File: src/rtl/knns_sorted_seq_td.sv
// Sequential k-nearest-neighbour stage: streams evaluator points against one query
// point and keeps the K nearest, sorted by taxicab distance, in registers.
module knns_sorted_seq_td #(
    parameter  int W  = 15,
    parameter  int K  = 4,
    localparam int DW = W + 2,
    localparam int CW = $clog2(K + 1)
) (
    input  logic              clk,
    input  logic              rst,
    input  logic [2*W-1:0]    g_input,
    input  logic [2*W-1:0]    e_input,
    input  logic              e_valid,
    output logic [2*K*W-1:0]  o,
    output logic [K*DW-1:0]   o_dist,
    output logic [CW-1:0]     cnt
);

    logic [W-1:0]              w_x1, w_y1, w_x2, w_y2;
    logic [W-1:0]              w_dx, w_dy;
    logic [DW-1:0]             w_dist;
    logic [K-1:0]              w_lt, w_lt_up;
    logic [K-1:0][2*W-1:0]     r_pt, w_pt_up;
    logic [K-1:0][DW-1:0]      r_dr, w_dr_up;
    logic [CW-1:0]             r_cnt;

    assign w_x1 = e_input[2*W-1:W];
    assign w_y1 = e_input[W-1:0];
    assign w_x2 = g_input[2*W-1:W];
    assign w_y2 = g_input[W-1:0];

    assign w_dx   = (w_x1 >= w_x2) ? (w_x1 - w_x2) : (w_x2 - w_x1);
    assign w_dy   = (w_y1 >= w_y2) ? (w_y1 - w_y2) : (w_y2 - w_y1);
    assign w_dist = DW'(w_dx) + DW'(w_dy);

    // Strict compare keeps an equal-distance newcomer behind the earlier arrival.
    always_comb begin
        // NOTE: default first so no path through the block leaves w_lt unassigned (no latch).
        w_lt = '0;
        for (int i = 0; i < K; i++) begin
            w_lt[i] = (w_dist < r_dr[i]);
        end
    end

    // Slot i sees slot i-1 through these; slot 0 gets lt=0, so it never shifts.
    assign w_lt_up = w_lt << 1;
    assign w_pt_up = r_pt << (2 * W);
    assign w_dr_up = r_dr << DW;

    // NOTE: the slot registers are reset, not left uninitialised: the all-ones
    // distance is the empty marker that makes any first candidate insert.
    always_ff @(posedge clk or posedge rst) begin
        if (rst) begin
            r_pt  <= '0;
            r_dr  <= '1;
            r_cnt <= '0;
        end else if (e_valid) begin
            // NOTE: non-blocking so every slot shifts from the pre-edge list, not a half-updated one.
            for (int i = 0; i < K; i++) begin
                if (w_lt[i]) begin
                    r_pt[i] <= w_lt_up[i] ? w_pt_up[i] : e_input;
                    r_dr[i] <= w_lt_up[i] ? w_dr_up[i] : w_dist;
                end
            end
            if (r_cnt < CW'(K)) begin
                r_cnt <= r_cnt + CW'(1);
            end
        end
    end

    assign o      = r_pt;
    assign o_dist = r_dr;
    assign cnt    = r_cnt;

endmodule

File: config.mk
export PLATFORM = sky130hd
export DESIGN_NAME = knns_sorted_seq_td
export DESIGN_NICKNAME = d
export VERILOG_FILES = /design/src/rtl/knns_sorted_seq_td.sv
export SDC_FILE = /design/constraint.sdc
export NUM_CORES = 1
export LEC_CHECK = 0
export CELL_PAD_IN_SITES_DETAIL_PLACEMENT = 1
export CELL_PAD_IN_SITES_GLOBAL_PLACEMENT = 2
export CORE_MARGIN = 2
export CORE_UTILIZATION = 29
export CTS_BUF_LIST = sky130_fd_sc_hd__clkbuf_8
export DETAILED_ROUTE_END_ITERATION = 10
export PLACE_DENSITY_LB_ADDON = 0.1
export SLEW_MARGIN = 15
export SYNTH_ARGS = -nofsm -noshare
export SYNTH_HDL_FRONTEND = slang
export SYNTH_SLANG_ARGS = --single-unit
export TNS_END_PERCENT = 20
File: constraint.sdc
create_clock -name clk -period 7.1 [get_ports clk]
set_clock_uncertainty 0.15 [all_clocks]
set_input_delay 2.13 -clock clk [delete_from_list [all_inputs] [get_ports clk]]
set_output_delay 2.13 -clock clk [all_outputs]
set_load 0.02 [all_outputs]
# ---- Word level (Yosys, flattened, before mapping)
# Index checks and enable logic that the tools add are counted.
dict set report totals {
  reg_bits 191
  input_bits 63
  out_inout_bits 191
}
dict set report classes {
  n_addsub 6
  magnitude_cmp 7
  muxes 8
  n_reduce_logical 5
}
# operator n
set ops {}
lappend ops {{$mux W30} 3}
lappend ops {{$lt A16 B17 Y1} 4}
lappend ops {{$sub A15 B15 Y15} 4}
lappend ops {{$mux W17} 3}
lappend ops {{$ge A15 B15 Y1} 2}
lappend ops {{$mux W15} 2}
lappend ops {{$add A15 B15 Y16} 1}
lappend ops {{$reduce_and A2 Y1} 5}
lappend ops {{$add A3 B1 Y3 const B} 1}
lappend ops {{$lt A3 B3 Y1 const B} 1}

# ---- Depth between registers and ports, before layout
# Gate-level depths: netlist of run 1.
dict set report depth {
  word_depth 5
  depth_mapped 28
}

# ---- Worst setup path before layout of run 1
# Ideal clock, no wire load.
dict set report synth_path {
  path_type {input to register}
  start {input port g_input[17]}
  end {register r_pt, in the netlist o[14]}
  setup_time_ns 0.128
  arrival_time_ns 7.329
  required_ns 6.822
  slack_ns -0.507
  stages 24
  path_buffers 4
  path_cell_list {inv_1 ha_1 buf_2 a21o_1 a31oi_1 o31a_1 o21ai_1 a21oi_2 buf_4 mux2_2 fa_1 a21o_1 a221oi_2 o221ai_2 a221oi_2 xnor2_1 ha_1 a211oi_1 or3_1 nand4_1 or2_1 clkbuf_1 buf_4 mux2_1}
}
dict set report synth_via {
  elab_chain_len 5
  word_cells_on_any_way 7
  cone_classes {3 x add/sub; 2 x order compare; 1 x mux; 1 x reduce/logical}
}
# item line
set synth_rtl {}
lappend synth_rtl {{from (decl)} 11} ;# input logic [2*W-1:0] g_input,
lappend synth_rtl {{$sub A15 B15 Y15 or $ge A15 B15 Y1 (tied branches)} 32} ;# assign w_dx = (w_x1 >= w_x2) ? (w_x1 - w_x2) : (w_x2 - w_x1);
lappend synth_rtl {{$mux W15 (*)} 32}
lappend synth_rtl {{$add A15 B15 Y16 (*)} 34} ;# assign w_dist = DW'(w_dx) + DW'(w_dy);
lappend synth_rtl {{named net w_dist[14]} 21} ;# logic [DW-1:0] w_dist;
lappend synth_rtl {{$lt A16 B17 Y1 (*)} 41} ;# w_lt[i] = (w_dist < r_dr[i]);
lappend synth_rtl {{$reduce_and A2 Y1 (no line) (*)} n/a}
lappend synth_rtl {{to (signal, indexed assignment)} 61} ;# r_pt[i] <= w_lt_up[i] ? w_pt_up[i] : e_input;
lappend synth_rtl {{to (decl)} 23} ;# logic [K-1:0][2*W-1:0] r_pt, w_pt_up;
# The timed path passes the listed nets; every way through them passes the cells marked *.
# A chain may end at the register's enable or synchronous reset.

# ---- Worst setup path after layout of run 1
dict set report layout_path {
  start {input port g_input[17]}
  end {register r_pt, in the netlist o[71]}
}
dict set report layout_via {
  elab_chain_len 5
  word_cells_on_any_way 9
  cone_classes {3 x add/sub; 3 x order compare; 2 x mux; 1 x reduce/logical}
}
# item line
set layout_rtl {}
lappend layout_rtl {{$sub A15 B15 Y15 or $ge A15 B15 Y1 (tied branches)} 32}
lappend layout_rtl {{$mux W15 (*)} 32}
lappend layout_rtl {{$add A15 B15 Y16 (*)} 34}
lappend layout_rtl {{named net w_dist[14]} 21}
lappend layout_rtl {{$lt A16 B17 Y1} 41}
lappend layout_rtl {{$mux W30 or $reduce_and A2 Y1 (tied branches)} n/a}
# Marked as above.

==> flow_metrics.env, run 1 <==
export IMPL_firstDrtPassIters=4
export IMPL_drive_above_1_share=0.365
export IMPL_total_wirelength_um=53100
export IMPL_die_width_um=216
export IMPL_yosysWarnings=0
export IMPL_via_per_inst=4.86
export IMPL_worst_ep_required_time_ns=7.45
export IMPL_placeableCoreArea_mm2=0.0443
export IMPL_yosys_most_used_dff="sky130_fd_sc_hd__dfrtp_1"
export IMPL_maxClockFrequency_ghz=0.141
export IMPL_grt_setup_unrepaired="true"
export IMPL_synthXorXnorAreaFrac=0.0262
export IMPL_cts_buffers_inserted=17
export IMPL_number_of_port_buffers=253
export IMPL_antenna_found_initial=3
export IMPL_hold_path_class="register to register"
export IMPL_worst_r2r_cell_count=12
export IMPL_synth_simple_gate_area_share=0.115
export IMPL_failed_checks="negative setup slack"
export IMPL_clock_h_tree_levels=4
export IMPL_clkTransAtPathRegs_ns=0.11
export IMPL_first_global_vias=13500
export IMPL_cts_tree="done"
export IMPL_clock_latency_ns=0.57
export IMPL_grt_first_pass_wirelength_um=77500
export IMPL_ys_ff_latch=191
export IMPL_grt_util_all_layers=0.216
export IMPL_deepest_clock_path_buffer_count=2
export IMPL_worst_hold_path_num_cells=2
export IMPL_critPathArrivalTime_ns=7.47
export IMPL_worstMarginPinSlew_ns=0.679
export IMPL_floorplan_die_area_mm2=0.0467
export IMPL_antenna_diode_count=0
export IMPL_synthesis_area_per_instance_um2=8.80
export IMPL_max_cap_violations=0
export IMPL_tritoncts_num_sinks=191
export IMPL_fin_crit_sh=1.00
export IMPL_place_detailed_hpwl_um=38400
export IMPL_start_kind="input pin"
export IMPL_layout_area_overhead_vs_synth_pct=60.0
export IMPL_gpl_final_weighted_congestion=0.864
export IMPL_yosys_cell_types_count=63
export IMPL_post_route_worst_setup_slack_ns=-0.0154
export IMPL_setup_violating_endpoint_count_in_the_final_report=12
export IMPL_timing_max_slew_rel_slack=0.548
export IMPL_syn_num_nets=1684
export IMPL_layout_min_cycle_time_ns=7.12
export IMPL_synth_top_family_by_area="compound AO/OA/AOI/OAI gates"
export IMPL_grt_max_degree=102
export IMPL_remaining_drc_errors=0
export IMPL_capturing_element_type_of_the_critical_path="register"
export IMPL_clock_tree_root_cell="sky130_fd_sc_hd__clkbuf_8"
export IMPL_synth_mux_area_frac=0.0973
export IMPL_number_of_max_slew_violations_in_the_final_report=0
export IMPL_finalNetCount=2238
export IMPL_critical_path_class="input pin to register"
export IMPL_run_status="complete, but fails checks"
export IMPL_worst_path_largest_cell_delay_ns=0.37
export IMPL_synth_edf_count=0
export IMPL_synthAdderAreaFrac=0.136
export IMPL_i_o_pin_total=254
export IMPL_grt_overflow_total=0
export IMPL_initialDrtViolationCount=496
export IMPL_netlist_area_mm2=0.0130
export IMPL_dr_wl_cell_um=20.1
export IMPL_start_util=0.294
export IMPL_die_height_um=216
export IMPL_preCtsSetupSlack_ns=-1.20
export IMPL_ant_nets=0
export IMPL_cts_hold_fix_buffers=0
export IMPL_syn_inst=1482
export IMPL_timing_critical_path_fanout_max=6
export IMPL_crit_path_top_delay_cell="sky130_fd_sc_hd__fa_2"
export IMPL_detailroute_via_count=12800
export IMPL_seq_area_frac_synth=0.373
export IMPL_synth_compound_area_frac=0.187
export IMPL_placement_rows=77
export IMPL_ys_async_sr_fraction=1.00
export IMPL_hold_violations_final=0
## worst max-delay path: cells and delay by family
kind | cells | cell delay, ns
adders and majority gates | 3 | 0.97
xor gates and xnor gates | 1 | 0.25
AOI/OAI and AO/OA | 14 | 2.75
muxes | 1 | 0.32
buffers and inverters | 6 | 0.67
and+or+nand+nor | 2 | 0.34
## sequential cells by signal, summed over array words and instances, names as in the netlist
name / cells
o: 120
o_dist: 68
cnt: 3
## stage by stage
step                instance area, um2  setup TNS [ns]  utilization  hold WS [ns]  instances
finish                           20900          -0.119        0.471         0.333       2641
CTS                              20000          -0.428        0.452         0.338       2602
global placement                 18700         -202.88        0.421         0.309       2534
detailed placement               18700         -210.19        0.421         0.320       2534
floorplan                        13400          -15.66            -         0.352       1482
global route                     20900          -11.41        0.471         0.349       2641
## path summary, 6_finish.rpt
check                       startpoint    endpoint  slack, ns
setup / recovery           g_input[17]       o[71]      -0.02
hold / removal              o_dist[60]  o_dist[60]       0.33
setup reg to reg            o_dist[36]       o[71]       4.27
hold reg to reg             o_dist[60]  o_dist[60]       0.33
max in group asynchronous          rst       o[31]       3.69
min in group asynchronous          rst       o[65]       1.97
## Yosys cell counts (33+ instances only)
| cell | count | area [um2] |
|---|---|---|
| sky130_fd_sc_hd__a21oi_1 | 171 | 856 |
| sky130_fd_sc_hd__dfrtp_1 | 123 | 3080 |
| sky130_fd_sc_hd__mux2i_1 | 101 | 1010 |
| sky130_fd_sc_hd__buf_2 | 33 | 165 |
| sky130_fd_sc_hd__inv_1 | 138 | 518 |
| sky130_fd_sc_hd__dfstp_2 | 68 | 1790 |
| sky130_fd_sc_hd__o21ai_0 | 136 | 681 |
| sky130_fd_sc_hd__nand2_1 | 153 | 574 |
| sky130_fd_sc_hd__nor2_1 | 130 | 488 |
| sky130_fd_sc_hd__a21o_1 | 34 | 255 |
| sky130_fd_sc_hd__ha_1 | 134 | 1680 |
| sky130_fd_sc_hd__clkbuf_1 | 34 | 128 |
## logic make-up (layout without fill, tap and decap cells)
kind of cell,after synthesis,count (layout)
flops,191,191
fa+ha+maj,139,139
compound gates,424,424
xor+xnor,39,39
simple gates,352,352
mux,124,124
buf+inv,213,780
## area by class of cell
type | count | area (um2)
inverter | 138 | 532
sequential | 191 | 4860
multi-input combinational | 1078 | 8680
clock inverter | 14 | 165
clock buffer | 18 | 248
fill | 5094 | 23400
timing repair buffer | 610 | 5650
tap | 592 | 741
## cell usage in the layout (no fill, tap or decap), types with 18 or more instances in the layout
| master | n |
|---|---|
| sky130_fd_sc_hd__dfstp_2 | 68 |
| sky130_fd_sc_hd__buf_6 | 21 |
| sky130_fd_sc_hd__buf_4 | 299 |
| sky130_fd_sc_hd__inv_2 | 26 |
| sky130_fd_sc_hd__dfrtp_1 | 123 |
| sky130_fd_sc_hd__mux2i_1 | 90 |
| sky130_fd_sc_hd__nor2_1 | 96 |
| sky130_fd_sc_hd__ha_4 | 39 |
| sky130_fd_sc_hd__a21oi_1 | 133 |
| sky130_fd_sc_hd__ha_1 | 94 |
| sky130_fd_sc_hd__a21oi_2 | 37 |
| sky130_fd_sc_hd__o21ai_1 | 57 |
| sky130_fd_sc_hd__a21o_1 | 34 |
| sky130_fd_sc_hd__o21ai_0 | 88 |
| sky130_fd_sc_hd__clkdlybuf4s50_1 | 193 |
| sky130_fd_sc_hd__nand2_1 | 149 |
| sky130_fd_sc_hd__inv_1 | 110 |
| sky130_fd_sc_hd__nor2_2 | 32 |
| sky130_fd_sc_hd__buf_12 | 23 |
| sky130_fd_sc_hd__clkbuf_8 | 18 |
| sky130_fd_sc_hd__clkbuf_2 | 43 |
## layer usage
metal / track usage / vias to the layer above / wire (um)
met5: 0 / - / 30
li1: - / 6193 / -
met2: 0.358 / 202 / 25400
met1: 0.285 / 6393 / 25000
met3: 0.0424 / 46 / 1750
met4: 0.0614 / 4 / 957
## what timing repair did
| item | CTS | global route |
|---|---|---|
| pin swaps | 64 | 70 |
| cloned | 4 | 11 |
| setup buffers | 32 | 30 |
| resized for setup | 161 | 268 |
| setup endpoints to repair | 188 | 188 |
Power of run 1 is not shown: default switching activity piles up to over one toggle a cycle in this logic, so the estimate is an artifact.
==> inputs of run 2 (changes only) <==
--- a/config.mk
+++ b/config.mk
@@ -8,9 +8,10 @@
 export CELL_PAD_IN_SITES_DETAIL_PLACEMENT = 1
 export CELL_PAD_IN_SITES_GLOBAL_PLACEMENT = 2
 export CORE_MARGIN = 2
-export CORE_UTILIZATION = 29
+export CORE_UTILIZATION = 36
 export CTS_BUF_LIST = sky130_fd_sc_hd__clkbuf_8
 export DETAILED_ROUTE_END_ITERATION = 10
+export DONT_BUFFER_PORTS = 1
 export PLACE_DENSITY_LB_ADDON = 0.1
 export SLEW_MARGIN = 15
 export SYNTH_ARGS = -nofsm -noshare
==> flow_metrics.env, run 2 (synthesis results as in run 1) <==
export IMPL_remaining_drc_errors=30
export IMPL_detailroute_via_count=11700
export IMPL_placed_cells_incl_taps=2093
export IMPL_cts_buffers_inserted=17
export IMPL_placement_rows=69
export IMPL_clkTransAtPathRegs_ns=0.10
export IMPL_largest_register_ff_count=120
export IMPL_ant_nets=0
export IMPL_die_width_um=194
export IMPL_via_per_inst=5.32
export IMPL_regToRegSetupSlack_ns=4.10
export IMPL_clock_latency_ns=0.52
export IMPL_hold_start="o_dist[61]"
export IMPL_place_detailed_hpwl_um=34500
export IMPL_antenna_found_initial=1
export IMPL_total_wirelength_um=50800
export IMPL_grt_util_all_layers=0.234
export IMPL_number_of_port_buffers=0
export IMPL_placeableCoreArea_mm2=0.0357
export IMPL_crit_path_top_delay_cell="sky130_fd_sc_hd__a221oi_4"
export IMPL_critPathArrivalTime_ns=7.41
export IMPL_final_cell_mix="sky130_fd_sc_hd__buf_4, sky130_fd_sc_hd__a21oi_1, sky130_fd_sc_hd__nand2_1"
export IMPL_max_cap_violations=0
export IMPL_hold_path_class="register to register"
export IMPL_capturing_element_type_of_the_critical_path="register"
export IMPL_finalNetCount=1927
export IMPL_clock_tree_root_cell="sky130_fd_sc_hd__clkbuf_8"
export IMPL_cts_tree="done"
export IMPL_start_kind="input pin"
export IMPL_worstMarginPinSlew_ns=0.897
export IMPL_gpl_final_weighted_congestion=0.834
export IMPL_run_status="complete, but fails checks"
export IMPL_setup_violating_endpoint_count_in_the_final_report=1
export IMPL_cts_hold_fix_buffers=0
export IMPL_worst_path_largest_cell_delay_ns=0.36
export IMPL_critical_path_class="input pin to register"
export IMPL_start_util=0.366
export IMPL_grt_first_pass_wirelength_um=69000
export IMPL_layout_area_overhead_vs_synth_pct=34.2
export IMPL_floorplan_die_area_mm2=0.0378
export IMPL_critical_path_most_common_cell="sky130_fd_sc_hd__buf_4"
export IMPL_worst_hold_path_num_cells=2
export IMPL_clock_h_tree_levels=4
export IMPL_hold_path_end="o_dist[61]"
export IMPL_die_height_um=194
export IMPL_reg2reg_from="o_dist[36]"
export IMPL_timing_max_slew_rel_slack=0.402
export IMPL_first_global_vias=12000
export IMPL_post_route_worst_setup_slack_ns=-0.0146
export IMPL_number_of_max_slew_violations_in_the_final_report=0
export IMPL_tritoncts_num_sinks=191
export IMPL_timing_critical_path_fanout_max=7
export IMPL_i_o_pin_total=254
export IMPL_initialDrtViolationCount=461
export IMPL_layout_min_cycle_time_ns=7.11
export IMPL_grt_overflow_total=0
export IMPL_grt_setup_unrepaired="true"
export IMPL_finish_cell_count_without_fillers=2200
export IMPL_worst_r2r_endpoint="o[73]"
export IMPL_grt_max_degree=99
export IMPL_hold_violations_final=0
export IMPL_deepest_clock_path_buffer_count=2
export IMPL_dr_wl_cell_um=23.1
export IMPL_fin_crit_sh=1.00
export IMPL_failed_checks="design-rule violations, negative setup slack"
export IMPL_firstDrtPassIters=8
export IMPL_drive_above_1_share=0.310
export IMPL_worst_ep_required_time_ns=7.39
export IMPL_commonest_non_fill_non_tap_cell_in_the_layout="sky130_fd_sc_hd__buf_4"
export IMPL_maxClockFrequency_ghz=0.141
export IMPL_worst_r2r_cell_count=12
run 2: metrics by stage:
stage          cell area [um2]  TNS [ns]  worst slack (ns)   util  hold WS (ns)
2_1_floorplan            13400    -15.66            -0.197      -         0.352
3_3_place_gp             15500   -129.86            -0.847  0.434         0.363
3_5_place_dp             15500   -153.82            -0.917  0.434         0.371
4_1_cts                  16000         0           0.00605  0.448         0.387
5_1_grt                  17500    -23.02            -0.213  0.491         0.407
6_report                 17500   -0.0146           -0.0146  0.491         0.381
run 2: critical path: cells and delay by family:
family / cells / cell delay (ns)
AO/OA/AOI/OAI: 9 / 1.59
buffers and inverters: 7 / 1.21
AND/OR/NAND/NOR: 7 / 0.97
adder cells (fa/ha/maj): 3 / 0.82
XOR/XNOR: 2 / 0.43
multiplexers: 1 / 0.21
run 2: timing repair:
action / 4_1_cts / 5_1_grt
setup buffers: 11 / 38
gates cloned: 0 / 26
gates resized for setup: 15 / 153
pin swaps: 11 / 63
setup endpoints to repair: 187 / 188
run 2: worst max-delay path by stage:
stage	slack, ns	start	endpoint
after floorplan	-0.20	e_input[17]	o[14]
after global placement	-0.85	g_input[3]	o_dist[30]
after detailed placement	-0.92	g_input[3]	o_dist[30]
after CTS	0.006	g_input[1]	o[113]
after global routing	-0.21	g_input[18]	o[111]
final	-0.01	g_input[4]	o[111]
run 2: metal layers:
| layer | part of all wire | vias up | GRT usage |
|---|---|---|---|
| met5 | 0 | - | 0 |
| met1 | 0.45 | 5868 | 0.307 |
| li1 | - | 5576 | - |
| met3 | 0.054 | 36 | 0.0505 |
| met4 | 0.017 | 0 | 0.0595 |
| met2 | 0.48 | 228 | 0.390 |
run 2: cell type report:
cell class	count	area [um2]
flip-flops and latches	191	4860
clock inverters	15	113
inverters	138	529
repair buffers	299	2990
well taps	461	577
fillers	4112	18100
multi-input cells	1078	8200
clock buffers	17	234
diodes	1	2.50
Power of run 2 is left out for the same reason.
==> inputs of run 3 (changes only) <==
==> constraint.sdc (replaced) <==
create_clock -name clk -period 7.1 [get_ports clk]
set_clock_uncertainty 0.15 [all_clocks]
set_input_delay 1.065 -clock clk [delete_from_list [all_inputs] [get_ports clk]]
set_output_delay 1.065 -clock clk [all_outputs]
set_load 0.02 [all_outputs]
==> flow_metrics.env, run 3 (synthesis results as in run 1) <==
export IMPL_run_status="complete, but fails checks"
export IMPL_failed_checks="design-rule violations"
export IMPL_total_wirelength_um=40200
export IMPL_layout_area_overhead_vs_synth_pct=8.17
export IMPL_clock_tree_root_cell="sky130_fd_sc_hd__clkbuf_8"
export IMPL_critical_path_class="input pin to register"
export IMPL_antenna_diode_count=0
export IMPL_placement_rows=69
export IMPL_clock_h_tree_levels=4
export IMPL_cts_repair_resized=0
export IMPL_tritoncts_num_sinks=191
export IMPL_floorplan_die_area_mm2=0.0378
export IMPL_placedInstanceArea_mm2=0.0137
export IMPL_i_o_pin_total=254
export IMPL_worstMarginPinSlew_ns=0.972
export IMPL_cts_tree="done"
export IMPL_dr_wl_cell_um=20.8
export IMPL_cts_hold_fix_buffers=0
export IMPL_via_per_inst=5.30
export IMPL_gpl_final_weighted_congestion=0.827
export IMPL_deepest_clock_path_buffer_count=2
export IMPL_grt_max_degree=126
export IMPL_design_area_mm2=0.0141
export IMPL_firstDrtPassIters=9
export IMPL_capturing_element_type_of_the_critical_path="register"
export IMPL_layout_min_cycle_time_ns=6.60
export IMPL_cts_buffers_inserted=17
export IMPL_maxClockFrequency_ghz=0.152
export IMPL_first_global_vias=10900
export IMPL_antenna_found_initial=0
export IMPL_setup_violating_endpoint_count_in_the_final_report=0
export IMPL_critPathArrivalTime_ns=6.87
export IMPL_timing_critical_path_fanout_max=37
export IMPL_placeableCoreArea_mm2=0.0357
export IMPL_grt_util_all_layers=0.215
export IMPL_drive_above_1_share=0.108
export IMPL_final_cell_mix="sky130_fd_sc_hd__a21oi_1, sky130_fd_sc_hd__nand2_1, sky130_fd_sc_hd__inv_1"
export IMPL_hold_violations_final=0
export IMPL_place_detailed_hpwl_um=31200
export IMPL_worst_ep_required_time_ns=7.37
export IMPL_number_of_max_slew_violations_in_the_final_report=0
export IMPL_die_width_um=194
export IMPL_largest_register_ff_count=120
export IMPL_commonest_non_fill_non_tap_cell_in_the_layout="sky130_fd_sc_hd__a21oi_1"
export IMPL_remaining_drc_errors=11
export IMPL_hold_path_class="register to register"
export IMPL_timing_max_slew_rel_slack=0.347
export IMPL_fin_crit_sh=0.929
export IMPL_clkTransAtPathRegs_ns=0.10
export IMPL_grt_overflow_total=0
export IMPL_num_fill_cells=4189
export IMPL_grt_first_pass_wirelength_um=63900
export IMPL_detailroute_via_count=10300
export IMPL_post_cts_setup_buffers=0
export IMPL_post_route_worst_setup_slack_ns=0.502
export IMPL_die_height_um=194
export IMPL_number_of_port_buffers=0
export IMPL_max_cap_violations=0
export IMPL_initialDrtViolationCount=398
export IMPL_finalNetCount=1665
export IMPL_end_of_flow_core_utilization=0.396
export IMPL_clock_latency_ns=0.50
export IMPL_preCtsSetupSlack_ns=-0.0244
export IMPL_grt_setup_unrepaired="false"
export IMPL_start_kind="input pin"
export IMPL_ant_nets=0
export IMPL_start_util=0.366
run 3: cell count changes in the layout (fill, tap and decap cells not counted), moves of 12 or more:
cell	before	now
sky130_fd_sc_hd__buf_4	238	27
sky130_fd_sc_hd__o21ai_0	75	136
sky130_fd_sc_hd__o21ai_1	69	13
sky130_fd_sc_hd__ha_1	108	134
sky130_fd_sc_hd__ha_4	24	0
sky130_fd_sc_hd__clkbuf_16	19	0
sky130_fd_sc_hd__a21oi_1	153	171
sky130_fd_sc_hd__a21oi_2	16	1
sky130_fd_sc_hd__buf_6	15	0
sky130_fd_sc_hd__buf_12	24	10
sky130_fd_sc_hd__inv_1	126	138
run 3: final cells by class:
| cell class | instances | area, um2 | share of cell area |
|---|---|---|---|
| clock buffers | 17 | 234 | 0.0166 |
| clock inverters | 15 | 160 | 0.0113 |
| inverters | 138 | 526 | 0.0372 |
| multi-input cells | 1078 | 7350 | 0.521 |
| flip-flops and latches | 191 | 4860 | 0.345 |
| well taps | 461 | 577 | 0.0409 |
| repair buffers | 37 | 403 | 0.0285 |
run 3: worst max-delay path, cell delays in order:
cell and delay [ns]:
sky130_fd_sc_hd__inv_1 0.02, sky130_fd_sc_hd__ha_1 0.44, sky130_fd_sc_hd__and3_1 0.21, sky130_fd_sc_hd__o21ai_0 0.14, sky130_fd_sc_hd__a31oi_1 0.27, sky130_fd_sc_hd__nor4_1 0.09
sky130_fd_sc_hd__o21ai_2 0.22, sky130_fd_sc_hd__mux2_2 0.37, sky130_fd_sc_hd__xor2_1 0.25, sky130_fd_sc_hd__ha_1 0.35, sky130_fd_sc_hd__a21oi_1 0.20, sky130_fd_sc_hd__o211ai_2 0.16
sky130_fd_sc_hd__a31oi_1 0.34, sky130_fd_sc_hd__o31ai_1 0.14, sky130_fd_sc_hd__xnor2_1 0.72, sky130_fd_sc_hd__ha_1 0.38, sky130_fd_sc_hd__nand4b_1 0.14, sky130_fd_sc_hd__or2_2 0.14
sky130_fd_sc_hd__o22ai_1 0.11, sky130_fd_sc_hd__a211oi_4 0.31, sky130_fd_sc_hd__and2_4 0.33, sky130_fd_sc_hd__buf_12 0.23, sky130_fd_sc_hd__nor2_1 0.06, sky130_fd_sc_hd__a21oi_1 0.13
run 3: path summary, 6_finish.rpt:
check	from	end	slack [ns]	depth (start not counted)
min reg2reg	o_dist[62]	o_dist[62]	0.39	2
max	g_input[4]	o[84]	0.50	24
min in group asynchronous	rst	o[86]	0.45	1
min	o_dist[62]	o_dist[62]	0.39	2
max in group asynchronous	rst	o[12]	4.94	2
max reg2reg	o_dist[20]	o_dist[30]	4.00	9
run 3: routing by layer:
layer	wire length, um	track usage
met5	0	0
met4	652	0.0584
met1	18800	0.285
met2	18500	0.349
met3	2260	0.0552
run 3: through the flow:
step,hold slack [ns],setup TNS (ns),cells
global placement,0.368,0,1905
floorplan,0.352,0,1482
CTS,0.390,0,1937
detailed placement,0.373,-0.0376,1905
global route,0.406,0,1937
finish,0.389,0,1937
Power of run 3 is left out for the same reason.
